File: config.mk
export PLATFORM = sky130hd
export DESIGN_NAME = md_issue_ctrl
export DESIGN_NICKNAME = d
export VERILOG_FILES = /design/src/rtl/md_issue_ctrl_pkg.sv /design/src/rtl/md_issue_ctrl_lat_counter.sv /design/src/rtl/md_issue_ctrl.sv
export SDC_FILE = /design/constraint.sdc
export NUM_CORES = 1
export LEC_CHECK = 0
export BUFFER_PORTS_ARGS = -buffer_cell sky130_fd_sc_hd__buf_4
export CORE_MARGIN = 1.5
export CORE_UTILIZATION = 40
export CTS_BUF_LIST = sky130_fd_sc_hd__clkbuf_8
export CTS_CLUSTER_DIAMETER = 120
export DETAILED_ROUTE_END_ITERATION = 8
export PLACE_DENSITY = 0.71
export SETUP_SLACK_MARGIN = 0.5
export SYNTH_ARGS = -nofsm -noshare
export SYNTH_HDL_FRONTEND = slang
export SYNTH_SLANG_ARGS = --single-unit
File: constraint.sdc
create_clock -name Clk -period 2.8 [get_ports Clk]
set_clock_uncertainty 0.05 [all_clocks]
set_input_delay 0 -clock Clk [delete_from_list [all_inputs] [get_ports Clk]]
set_output_delay 0 -clock Clk [all_outputs]
set_load 0.03 [all_outputs]
File: src/rtl/md_issue_ctrl_pkg.sv
// Shared constants for the E-stage multiply/divide issue controller.
// HI/LO op encodings, default latencies, FSM and error codes.
package md_issue_ctrl_pkg;

    localparam logic [3:0] HILO_NONE  = 4'd0;
    localparam logic [3:0] HILO_MULT  = 4'd1;
    localparam logic [3:0] HILO_MULTU = 4'd2;
    localparam logic [3:0] HILO_DIV   = 4'd3;
    localparam logic [3:0] HILO_DIVU  = 4'd4;
    localparam logic [3:0] HILO_MFHI  = 4'd5;
    localparam logic [3:0] HILO_MFLO  = 4'd6;
    localparam logic [3:0] HILO_MTHI  = 4'd7;
    localparam logic [3:0] HILO_MTLO  = 4'd8;

    localparam int unsigned MUL_LAT_DEF = 5;
    localparam int unsigned DIV_LAT_DEF = 10;
    localparam int unsigned TMO_DEF     = 64;
    localparam int unsigned CNT_W       = 8;

    localparam logic [0:0] ST_IDLE = 1'b0;
    localparam logic [0:0] ST_BUSY = 1'b1;

    localparam logic [1:0] ERR_NONE    = 2'd0;
    localparam logic [1:0] ERR_EARLY   = 2'd1;
    localparam logic [1:0] ERR_LATE    = 2'd2;
    localparam logic [1:0] ERR_ILLEGAL = 2'd3;

    function automatic logic is_start_op(input logic [3:0] op);
        return (op == HILO_MULT) || (op == HILO_MULTU) ||
               (op == HILO_DIV)  || (op == HILO_DIVU);
    endfunction

    function automatic logic is_mul_op(input logic [3:0] op);
        return (op == HILO_MULT) || (op == HILO_MULTU);
    endfunction

endpackage

File: src/rtl/md_issue_ctrl_lat_counter.sv
// Latency down-counter with last-cycle detect, plus the saturating
// post-completion timeout counter.
module md_lat_counter
    import md_issue_ctrl_pkg::*;
#(
    parameter int unsigned TMO = TMO_DEF,
    parameter int unsigned CW  = CNT_W
) (
    input  logic          clk,
    input  logic          rst,
    input  logic          load,
    input  logic [CW-1:0] load_val,
    input  logic          dec,
    input  logic          tmo_en,
    input  logic          tmo_clr,
    output logic          cnt_last,
    output logic          tmo_hit
);

    localparam int unsigned TMO_W = $clog2(TMO + 1);

    logic [CW-1:0]    cnt_q, cnt_d;
    logic [TMO_W-1:0] tmo_q, tmo_d;

    always_comb begin
        cnt_d = cnt_q;
        if (load) begin
            cnt_d = load_val;
        end else if (dec && (cnt_q != '0)) begin
            cnt_d = cnt_q - CW'(1);
        end

        tmo_d = tmo_q;
        if (tmo_clr) begin
            tmo_d = '0;
        end else if (tmo_en && (tmo_q != TMO_W'(TMO))) begin
            tmo_d = tmo_q + TMO_W'(1);
        end
    end

    always_ff @(posedge clk or posedge rst) begin
        if (rst) begin
            cnt_q <= '0;
            tmo_q <= '0;
        end else begin
            cnt_q <= cnt_d;
            tmo_q <= tmo_d;
        end
    end

    assign cnt_last = (cnt_q == CW'(1));
    assign tmo_hit  = (tmo_q == TMO_W'(TMO));

endmodule

File: src/rtl/md_issue_ctrl.sv
// Initiator side of the E-stage HI/LO interface: gates and forwards md ops,
// tracks mult/div latency, drives the D-stage stall and checks the responder.
module md_issue_ctrl
    import md_issue_ctrl_pkg::*;
#(
    parameter int unsigned MUL_LAT = MUL_LAT_DEF,
    parameter int unsigned DIV_LAT = DIV_LAT_DEF,
    parameter int unsigned TMO     = TMO_DEF
) (
    input  logic        Clk,
    input  logic        Rst,
    input  logic        E_Valid,
    input  logic        E_Flush,
    input  logic [3:0]  E_HILOOp,
    input  logic [31:0] E_D1,
    input  logic [31:0] E_D2,
    input  logic        D_IsMD,
    output logic [3:0]  HILOOp,
    output logic [31:0] D1,
    output logic [31:0] D2,
    input  logic        IsBusy,
    output logic        Stall,
    output logic        InFlight,
    output logic        Err,
    output logic [1:0]  ErrCode,
    output logic [31:0] OpCnt,
    output logic [31:0] StallCnt
);

    logic [0:0]  state_q, state_d;
    logic        err_q, err_d;
    logic [1:0]  err_code_q, err_code_d;
    logic [31:0] op_cnt_q, op_cnt_d;
    logic [31:0] stall_cnt_q, stall_cnt_d;

    logic issue, start, busy_st, cnt_last, last, accept, tmo_hit;
    logic e_early, e_illegal, e_late;
    logic [CNT_W-1:0] load_val;

    assign issue   = E_Valid & ~E_Flush & (E_HILOOp != HILO_NONE);
    assign start   = issue & is_start_op(E_HILOOp);
    assign busy_st = (state_q == ST_BUSY);
    assign last    = busy_st & cnt_last;
    // A start on the completing cycle is accepted as if already idle.
    assign accept  = start & (~busy_st | last);
    assign load_val = is_mul_op(E_HILOOp) ? CNT_W'(MUL_LAT) : CNT_W'(DIV_LAT);

    md_lat_counter #(
        .TMO (TMO),
        .CW  (CNT_W)
    ) u_lat (
        .clk      (Clk),
        .rst      (Rst),
        .load     (accept),
        .load_val (load_val),
        .dec      (busy_st),
        .tmo_en   (~busy_st & IsBusy & ~start),
        .tmo_clr  (~IsBusy),
        .cnt_last (cnt_last),
        .tmo_hit  (tmo_hit)
    );

    assign e_early   = busy_st & ~IsBusy;
    assign e_illegal = busy_st & issue & ~last;
    assign e_late    = (~busy_st & IsBusy & ~start) | tmo_hit;

    always_comb begin
        state_d = state_q;
        if (accept) begin
            state_d = ST_BUSY;
        end else if (last) begin
            state_d = ST_IDLE;
        end

        op_cnt_d    = op_cnt_q + 32'(last);
        stall_cnt_d = stall_cnt_q + 32'(Stall);

        err_d      = err_q;
        err_code_d = err_code_q;
        if (!err_q) begin
            if (e_early) begin
                err_d      = 1'b1;
                err_code_d = ERR_EARLY;
            end else if (e_illegal) begin
                err_d      = 1'b1;
                err_code_d = ERR_ILLEGAL;
            end else if (e_late) begin
                err_d      = 1'b1;
                err_code_d = ERR_LATE;
            end
        end
    end

    always_ff @(posedge Clk or posedge Rst) begin
        if (Rst) begin
            state_q     <= ST_IDLE;
            err_q       <= 1'b0;
            err_code_q  <= ERR_NONE;
            op_cnt_q    <= '0;
            stall_cnt_q <= '0;
        end else begin
            state_q     <= state_d;
            err_q       <= err_d;
            err_code_q  <= err_code_d;
            op_cnt_q    <= op_cnt_d;
            stall_cnt_q <= stall_cnt_d;
        end
    end

    assign HILOOp   = issue ? E_HILOOp : HILO_NONE;
    assign D1       = E_D1;
    assign D2       = E_D2;
    assign Stall    = D_IsMD & (start | busy_st);
    assign InFlight = busy_st;
    assign Err      = err_q;
    assign ErrCode  = err_code_q;
    assign OpCnt    = op_cnt_q;
    assign StallCnt = stall_cnt_q;

endmodule

==> impl_metrics.tcl, run 1 <==
set metrics [dict create \
    grt_usage_pct 15.4 \
    fin_tns_setup_ps 0 \
    chipHeight_um 108 \
    die_w_um 108 \
    rr_worst_depth 9 \
    syn-num-nets 489 \
    worstMarginPinSlew_ps 921 \
    worstPathMaxFanout 6 \
    ys_seq_elements 83 \
    synth_area_leaders "dfrtp_1 47%, buf_4 11%, xnor2_1 10%, xor2_1 4.0%, nand3_1 3.7%" \
    ant_nets 0 \
    dp_cells 564 \
    crit_buf_inv 0 \
    syn_area_per_cell_um2 10.9 \
    whs_path_depth 4 \
    core_area_mm2 0.0108 \
    powerDensity_mw_per_mm2 558 \
    drc_errors 0 \
    placed_cell_area_mm2 0.00474 \
    final_design_area_no_fill_mm2 0.00574 \
    diodes 0 \
    irDropWorstVdd_mv 0.320 \
    synth_common_cells "83 x dfrtp_1, 65 x buf_4, 51 x xnor2_1, 33 x nand3_1, 29 x nand2_1" \
    holdCritPathClass "input pin to flop" \
    grt_pass1_wl_um 14400 \
    worst_path_most_repeated_cell "nand3_1" \
    synth_edf_count 0 \
    gp_congestion 0.823 \
    power_leakage_uw 0.00274 \
    syn_to_final_growth_pct 30.4 \
    firstDrtPassIters 4 \
    slew_headroom_pct 38.4 \
    synthArstFlopShare_pct 100 \
    endpoint_kind "flop" \
    cp.arrival_ps 2430 \
    post-synth-top-count-cell "dfrtp_1" \
    required_ps 3010 \
    p_comb_share_pct 24.7 \
    root_buffer "clkbuf_8" \
    synthFlopType "dfrtp_1" \
    grt_antenna_before_repair 0 \
    clk_pin_slew_worst_paths_ps 80 \
    synth_warnings 0 \
    grt_pass1_vias 3103 \
    sequentialPowerShare_pct 46.1 \
    vias_per_cell 4.90 \
    finalMaxSlewViolations 0 \
    r2r_setup_slack_ps 580 \
    grt_max_degree 44 \
    initial_core_util_pct 40.8 \
    synth_top_area_cell "dfrtp_1" \
    pwr-share-clk_pct 29.2 \
    dieArea_mm2 0.0117 \
    vias 3207 \
    worstSetupStartpointType "flop" \
    synth_top_area_share_pct 47.1 \
    fin_crit_sh_pct 79.3 \
    period_needed_ps 2220 \
    io_buffers 82 \
    hold_violations 0 \
    rows 38 \
    drive_gt1_share_pct 25.9 \
    intPower_uw 2160 \
    cts_tree "yes" \
    clockBufferDepth 2 \
    cp_cell_sequence "nor3_2 > nand3_1 > nor2_1 > ha_2 > ha_4 > and4_4 > and3_1 > nand3_1 > xnor2_1" \
    utilization_pct 53.2 \
    yosys.cell_types.count 39 \
    grt-ovfl-total 0 \
    clk_latency_ps 340 \
    finalSetupViolCount 0 \
    synth_cells 406 \
    cts.sinks 83 \
    h-tree-depth 3 \
    stdcell_count 654 \
    yosysSeqAreaShare_pct 47.1 \
    status "finished, final reports clean" \
    critPathMaxStageDelay_ps 470 \
    dp_hpwl_um 5870 \
    rsz0062_at_grt "true" \
    crit_cells 9 \
    path_delay_family "simple AND/OR/NAND/NOR gates" \
    fmaxAchievable_ghz 0.450 \
    drt_iter0_markers 125 \
    ios 211 \
    switching_power_uw 1040 \
    cap_viol_max_count 0 \
    crit_type "flop to flop" \
    critPathSlowestCell "dfrtp_1" \
    swShare_pct 32.6 \
    synth_area_mm2 0.00441 \
    wl_per_cell_um 13.4 \
    wl_um 8750 \
    numCtsBuffers 9 \
    nNetsFinal 592 \
]
==> layout make-up <==
class / count / area [um^2]
Clock buffer: 10 / 138
Clock inverter: 6 / 81.3
Fill cell: 928 / 5050
Inverter: 8 / 33.8
Multi-Input combinational cell: 250 / 1870
Sequential cell: 83 / 2080
Tap cell: 140 / 175
Timing Repair Buffer: 157 / 1370
==> layout by cell type, fill, tap and decap left out, types with 4 or more instances in the layout <==
master	synthesis	final
buf_4	65	86
dfrtp_1	83	82
dlygate4sd3_1	0	70
xnor2_1	51	51
nand3_1	33	33
nand2_1	29	28
xor2_1	20	20
nand4_1	14	14
nor2_1	14	14
and3_1	13	13
and2_1	11	11
clkbuf_8	0	10
inv_1	8	8
o21ai_0	8	8
ha_1	9	5
and4_1	5	4
nor3_4	2	4
a21oi_1	4	4
==> state kept, by name (all words and copies together) (netlist names) <==
| signal | flops |
|---|---|
| InFlight | 1 |
| u_lat.tmo_q | 7 |
| StallCnt | 32 |
| ErrCode | 2 |
| OpCnt | 32 |
| u_lat.cnt_q | 8 |
| Err | 1 |
==> kinds of logic (layout without fill, tap and decap cells) <==
family                   count (synthesis)  after routing  share of synthesized area [%]
buffers and inverters                   73            181                           11.8
flip-flops                              83             83                           47.1
XOR/XNOR                                71             71                           14.1
multiplexers                             1              1                          0.227
adder cells (fa/ha/maj)                  9              9                           2.56
AND/OR/NAND/NOR                        151            151                           21.4
AO/OA/AOI/OAI                           18             18                           2.78
==> power by group through the flow <==
stage | registers, uW | clock network, uW | logic [uW]
4_1_cts | 1470 | 970 | 787
2_1_floorplan | 1560 | 0 | 490
3_3_place_gp | 1470 | 0 | 583
3_5_place_dp | 1480 | 0 | 601
5_1_grt | 1500 | 1020 | 873
6_report | 1480 | 935 | 790
==> final timing paths <==
| check | endpoint | startpoint |
|---|---|---|
| hold / removal | InFlight$_DFFE_PP0P_ | E_HILOOp[2] |
| setup / recovery | OpCnt[16]$_DFF_PP0_ | u_lat.cnt_q[2]$_DFFE_PP0P_ |
| setup reg to reg | OpCnt[16]$_DFF_PP0_ | u_lat.cnt_q[2]$_DFFE_PP0P_ |
| min in group asynchronous | StallCnt[0]$_DFF_PP0_ | Rst |
| max in group asynchronous | OpCnt[30]$_DFF_PP0_ | Rst |
| hold reg to reg | OpCnt[31]$_DFF_PP0_ | OpCnt[31]$_DFF_PP0_ |
==> metrics by stage <==
step	total power [uW]	hold WS, ps	setup slack (ps)
floorplan	2050	81.7	489
global placement	2060	-49.8	315
detailed placement	2080	-49.8	170
CTS	3220	62.2	500
global route	3390	97.9	487
finish	3200	79.7	579
==> metal layers <==
metal | share of wire [%] | GRT usage, % | up-vias
met5 | 0 | 0 | -
met4 | 1.1 | 5.73 | 0
met3 | 5.5 | 2.89 | 10
met2 | 51 | 26.2 | 137
met1 | 43 | 19.4 | 1531
li1 | - | - | 1529
==> worst min-delay path: stages <==
cell	delay [ps]
buf_4	100
or3_1	150
nand3_1	120
nand2_1	70
==> repair_timing <==
item	4_1_cts	5_1_grt
endpoints found under the hold margin	115	0
buffers inserted	1	3
hold buffers	70	0
pin swaps	1	1
resized for setup	4	8
endpoints found under the setup margin	13	13
No activity file was read; power rests on OpenSTA's default activity.
==> run 2, diff against run 1 <==
==> constraint.sdc (replaced) <==
create_clock -name Clk -period 2.2 [get_ports Clk]
set_clock_uncertainty 0.05 [all_clocks]
set_input_delay 0 -clock Clk [delete_from_list [all_inputs] [get_ports Clk]]
set_output_delay 0 -clock Clk [all_outputs]
set_load 0.03 [all_outputs]
==> run 2 against run 1 <==
Cell area up 10%. Critical path type unchanged. Die area unchanged. First-iteration DRC count up 38%. Total power up 41%. Worst hold slack worse by 38 ps. Utilization up 5.5 points. Sequential share of layout area down 3.3 points. Critical endpoint unchanged. Combinational power up 52%. Clock-buffer cell count unchanged. Sequential cell count unchanged. Clock power up 53%. Critical path depth unchanged.
==> impl_metrics.tcl, run 2 (synthesis results as in run 1) <==
set metrics [dict create \
    drc_errors 0 \
    layout_commonest_cell "buf_4" \
    clockBufferDepth 2 \
    grt_pass1_wl_um 15200 \
    slew_headroom_pct 63.4 \
    grt_max_degree 45 \
    finalMaxSlewViolations 0 \
    holdCritPathClass "input pin to flop" \
    grt_pass1_vias 3146 \
    numCtsBuffers 9 \
    fin_crit_sh_pct 92.3 \
    firstDrtPassIters 4 \
    switching_power_uw 1410 \
    endpoint_kind "flop" \
    ant_nets 0 \
    status "finished, final reports clean" \
    fmaxAchievable_ghz 0.492 \
    wl_um 9760 \
    grt_usage_pct 16.5 \
    fin_tns_setup_ps 0 \
    io_buffers 82 \
    clk_pin_slew_worst_paths_ps 80 \
    worstPathMaxFanout 4 \
    nNetsFinal 625 \
    power.total_uw 4510 \
    ios 211 \
    rows 38 \
    clk_latency_ps 350 \
    drt_iter0_markers 172 \
    p_comb_share_pct 26.7 \
    die_w_um 108 \
    h-tree-depth 3 \
    grt_antenna_before_repair 0 \
    wl_per_cell_um 14.2 \
    cp_cell_sequence "nor3_2 > nand3_2 > nor2_4 > ha_4 > ha_4 > and4_4 > and3_4 > nand3_2 > xnor2_1" \
    grt-ovfl-total 0 \
    syn_to_final_growth_pct 43.9 \
    rsz0062_at_grt "true" \
    swShare_pct 31.4 \
    critPathMaxStageDelay_ps 410 \
    crit_type "flop to flop" \
    irDropWorstVdd_mv 0.549 \
    path_delay_family "simple AND/OR/NAND/NOR gates" \
    initial_core_util_pct 40.8 \
    cap_viol_max_count 0 \
    cp.arrival_ps 2220 \
    pwr-share-clk_pct 31.8 \
    dieArea_mm2 0.0117 \
    worstMarginPinSlew_ps 548 \
    vias 3375 \
    cts.sinks 83 \
    gp_congestion 0.762 \
    period_needed_ps 2030 \
    finalSetupViolCount 0 \
    powerDensity_mw_per_mm2 711 \
    power_leakage_uw 0.00305 \
    crit_buf_inv 0 \
    sequentialPowerShare_pct 41.5 \
    vias_per_cell 4.92 \
    final_cell_mix "109 x buf_4, 78 x dfrtp_1, 69 x dlygate4sd3_1, 48 x xnor2_1, 23 x nand2_1" \
    cts_tree "yes" \
    diodes 0 \
    chipHeight_um 108 \
    r2r_setup_slack_ps 170 \
    final_design_area_no_fill_mm2 0.00634 \
    core_area_mm2 0.0108 \
    dp_hpwl_um 6200 \
    worstSetupStartpointType "flop" \
    intPower_uw 3090 \
    drive_gt1_share_pct 37.2 \
    critPathSlowestCell "dfrtp_1" \
    placed_cell_area_mm2 0.00488 \
    required_ps 2390 \
    root_buffer "clkbuf_8" \
    hold_violations 0 \
]
[run 2: power by group through the flow]
stage	clock network, uW	registers [uW]	logic [uW]
floorplan	0	2010	658
global placement	0	1880	812
detailed placement	0	1900	837
CTS	1470	1860	1180
global route	1550	1890	1310
finish	1430	1870	1200
[run 2: final timing paths]
check                                        endpoint                  startpoint  cells after the start
setup / recovery                  OpCnt[16]$_DFF_PP0_  u_lat.cnt_q[3]$_DFFE_PP0P_                      9
hold / removal             u_lat.cnt_q[0]$_DFFE_PP0P_                 E_HILOOp[1]                      5
setup reg to reg                  OpCnt[16]$_DFF_PP0_  u_lat.cnt_q[3]$_DFFE_PP0P_                      9
hold reg to reg                StallCnt[31]$_DFF_PP0_      StallCnt[31]$_DFF_PP0_                      1
max in group asynchronous      StallCnt[30]$_DFF_PP0_                         Rst                      4
min in group asynchronous  u_lat.tmo_q[6]$_DFFE_PP0P_                         Rst                      3
[run 2: final cells by class]
class | count | area, um^2
multi-input combinational | 250 | 2110
clock buffer | 10 | 138
timing repair buffer | 190 | 1670
tap | 140 | 175
inverter | 8 | 33.8
clock inverter | 5 | 125
fill | 861 | 4450
sequential | 83 | 2080
[run 2: timing repair]
| item | in CTS | in global routing |
|---|---|---|
| hold buffers | 69 | 0 |
| setup endpoints to repair | 48 | 63 |
| setup buffers | 22 | 11 |
| gates resized for setup | 22 | 33 |
| pin swaps | 25 | 28 |
| hold endpoints to repair | 99 | 0 |
[run 2: per-layer routing]
metal  track usage (%)  part of all wire (%)  wire length [um]
met5                 0                     0                 0
met4              6.20                  0.18                18
met3              2.83                   4.8               473
met2              28.1                    54              5230
met1              21.0                    41              4040
[run 2: worst register-to-register path: cells and delay by family (launching register included)]
kind / cells / cell delay (ps)
and+or+nand+nor: 6 / 1030
DFF: 1 / 410
adders and majority gates: 2 / 310
xor gates and xnor gates: 1 / 130
[run 2: stage by stage]
stage	instances	setup WS (ps)	hold slack, ps	utilization, %
floorplan	406	128	81.7	-
global placement	569	110	-49.8	45.2
detailed placement	569	38.5	-49.8	45.2
CTS	675	175	54.1	56.7
global route	686	71.7	78.1	58.7
finish	686	169	41.2	58.7
==> run 3, diff against run 2 <==
--- a/config.mk
+++ b/config.mk
@@ -5,13 +5,14 @@
 export SDC_FILE = /design/constraint.sdc
 export NUM_CORES = 1
 export LEC_CHECK = 0
+export ABC_AREA = 1
 export BUFFER_PORTS_ARGS = -buffer_cell sky130_fd_sc_hd__buf_4
 export CORE_MARGIN = 1.5
 export CORE_UTILIZATION = 40
 export CTS_BUF_LIST = sky130_fd_sc_hd__clkbuf_8
 export CTS_CLUSTER_DIAMETER = 120
 export DETAILED_ROUTE_END_ITERATION = 8
-export PLACE_DENSITY = 0.71
+export PLACE_DENSITY = 0.69
 export SETUP_SLACK_MARGIN = 0.5
 export SYNTH_ARGS = -nofsm -noshare
 export SYNTH_HDL_FRONTEND = slang
==> run 3 against run 2 <==
Critical path depth up 7. Utilization fell by 0.15 points. Sequential share of layout area down 3.6 points. Fmax shrank 5.7%. Total power grew 13%. Via count is 28% higher. Final cell count up 31%. Synthesized area up 13%. Clock-buffer cell count unchanged. Worst hold slack got worse by 16 ps. Largest power group unchanged.
==> impl_metrics.tcl, run 3 <==
set metrics [dict create \
    synth_area_mm2 0.00499 \
    path_delay_family "simple AND/OR/NAND/NOR gates" \
    rsz0062_at_grt "true" \
    drive_gt1_share_pct 33.3 \
    yosys.cell_types.count 32 \
    postLayoutSetupSlackWorst_ps 46.8 \
    utilization_pct 58.6 \
    synth_area_leaders "dfrtp_1 42%, buf_4 9.6%, nand2_1 8.1%, xor2_1 7.9%, inv_1 4.7%" \
    dieArea_mm2 0.0132 \
    finalSetupViolCount 0 \
    nNetsFinal 807 \
    nFillCells 1059 \
    worstSetupStartpointType "flop" \
    grt_pass1_vias 4128 \
    slew_headroom_pct 50.4 \
    drt_iter0_markers 172 \
    die_w_um 115 \
    fmaxAchievable_ghz 0.464 \
    grt_antenna_before_repair 0 \
    rr_worst_depth 16 \
    synthFlopType "dfrtp_1" \
    holdCritPathClass "input pin to flop" \
    worstPathMaxFanout 4 \
    hold_slack_ps 25.7 \
    sequentialPowerShare_pct 37.6 \
    ios 211 \
    vias_per_cell 4.81 \
    syn-num-nets 665 \
    synth_warnings 0 \
    pwr-share-clk_pct 26.0 \
    post-synth-top-count-cell "nand2_1" \
    crit_buf_inv 3 \
    intPower_uw 3240 \
    drc_errors 0 \
    h-tree-depth 3 \
    dp_slack_ps -24.9 \
    synth_top_area_cell "dfrtp_1" \
    vias 4311 \
    final_design_area_no_fill_mm2 0.00710 \
    cp.arrival_ps 2350 \
    endpoint_kind "flop" \
    syn_to_final_growth_pct 42.1 \
    grt-ovfl-total 0 \
    clk_pin_slew_worst_paths_ps 90 \
    io_buffers 82 \
    rows 40 \
    dp_hpwl_um 8350 \
    critPathSlowestCell "dfrtp_1" \
    finalMaxSlewViolations 0 \
    clk_latency_ps 360 \
    syn_area_per_cell_um2 8.58 \
    worstMarginPinSlew_ps 743 \
    status "finished, final reports clean" \
    cp_cell_sequence "inv_2 > ha_4 > inv_2 > nor2_4 > nand3_2 > inv_2 > ha_4 > ha_4 > nand2_2 > nor2_2 > nand2_2 > nor2_4 > nand3_2 > nor2_4 > nand2_1 > xnor2_1" \
    synth_cells 582 \
    synth_common_cells "108 x nand2_1, 83 x dfrtp_1, 64 x buf_4, 63 x inv_1, 51 x nor2_1" \
    whs_path_depth 6 \
    fin_crit_sh_pct 97.9 \
    swShare_pct 36.7 \
    core_area_mm2 0.0121 \
    final_cell_mix "113 x buf_4, 98 x nand2_1, 82 x dfrtp_1, 68 x dlygate4sd3_1, 58 x inv_1" \
    initial_core_util_pct 41.2 \
    ys_seq_elements 83 \
    cts.sinks 83 \
    yosysSeqAreaShare_pct 41.6 \
    root_buffer "clkbuf_8" \
    required_ps 2390 \
    synthArstFlopShare_pct 100 \
    power_leakage_uw 0.00347 \
    diodes 0 \
    grt_max_degree 52 \
    chipHeight_um 115 \
    ant_nets 0 \
    grt_pass1_wl_um 19200 \
    firstDrtPassIters 4 \
    cap_viol_max_count 0 \
    switching_power_uw 1880 \
    crit_cells 16 \
    placed_cell_area_mm2 0.00560 \
    clockBufferDepth 2 \
    crit_type "flop to flop" \
    numCtsBuffers 9 \
    layout_commonest_cell "buf_4" \
    critPathMaxStageDelay_ps 410 \
    hold_violations 0 \
    cts_tree "yes" \
    wl_per_cell_um 13.7 \
    synth_edf_count 0 \
    gp_congestion 0.875 \
    grt_usage_pct 18.1 \
    p_comb_share_pct 36.4 \
    period_needed_ps 2150 \
    powerDensity_mw_per_mm2 721 \
    wl_um 12300 \
    synth_top_area_share_pct 41.6 \
    r2r_setup_slack_ps 50 \
    irDropWorstVdd_mv 0.401 \
]
## run 3: final timing paths
check / startpoint / end
worst min-delay path: E_HILOOp[2] / u_lat.cnt_q[0]$_DFFE_PP0P_
worst min register to register: OpCnt[31]$_DFF_PP0_ / OpCnt[31]$_DFF_PP0_
max in group asynchronous: Rst / OpCnt[29]$_DFF_PP0_
worst max-delay path: u_lat.cnt_q[1]$_DFFE_PP0P_ / OpCnt[20]$_DFF_PP0_
worst max register to register: u_lat.cnt_q[1]$_DFFE_PP0P_ / OpCnt[20]$_DFF_PP0_
min in group asynchronous: Rst / StallCnt[0]$_DFF_PP0_
## run 3: tightest hold or removal path: cells and delay by family
kind          cells  cell delay [ps]
simple gates      4              290
buf+inv           2              120
## run 3: final cells by class
cell class / instances / area (um^2) / area share (%)
clock buffers: 10 / 138 / 1.94
well taps: 168 / 210 / 2.96
inverters: 66 / 254 / 3.58
multi-input cells: 368 / 2600 / 36.6
repair buffers: 196 / 1720 / 24.2
clock inverters: 6 / 105 / 1.48
flip-flops and latches: 83 / 2080 / 29.3
## run 3: per-stage QoR
stage,power (uW),setup TNS [ps],std cells
after global routing,5400,-623,897
after global placement,3220,0,783
after CTS,4970,0,886
after floorplan,3010,0,582
after detailed placement,3270,-47.3,783
final,5120,0,897
## run 3: what timing repair did
item                                    CTS  global route
pin swaps                                18            29
resized for setup                        28            49
endpoints found under the setup margin   49            57
endpoints found under the hold margin   104             0
setup buffers                            19            11
hold buffers                             68             0
## run 3: cell families (layout without fill, tap and decap cells)
| kind of cell | after synthesis | after routing | share of synthesized area, % |
|---|---|---|---|
| AOI/OAI and AO/OA | 15 | 15 | 1.80 |
| DFF | 83 | 83 | 41.6 |
| xor gates and xnor gates | 67 | 67 | 11.7 |
| buffers and inverters | 131 | 278 | 14.7 |
| and+or+nand+nor | 277 | 277 | 28.0 |
| adders and majority gates | 9 | 9 | 2.25 |
## run 3: power groups by stage
stage	clock network (uW)	logic (uW)	registers, uW
after floorplan	0	922	2090
after global placement	0	1270	1950
after detailed placement	0	1300	1960
after CTS	1360	1680	1930
after global routing	1420	2020	1950
final	1330	1860	1920
## run 3: routing by layer
metal	vias up	GRT usage (%)	share of wire, %
li1	2076	-	-
met1	2058	22.5	41
met2	155	31.9	51
met3	22	3.53	5.8
met4	0	5.60	1.6
met5	-	0	0
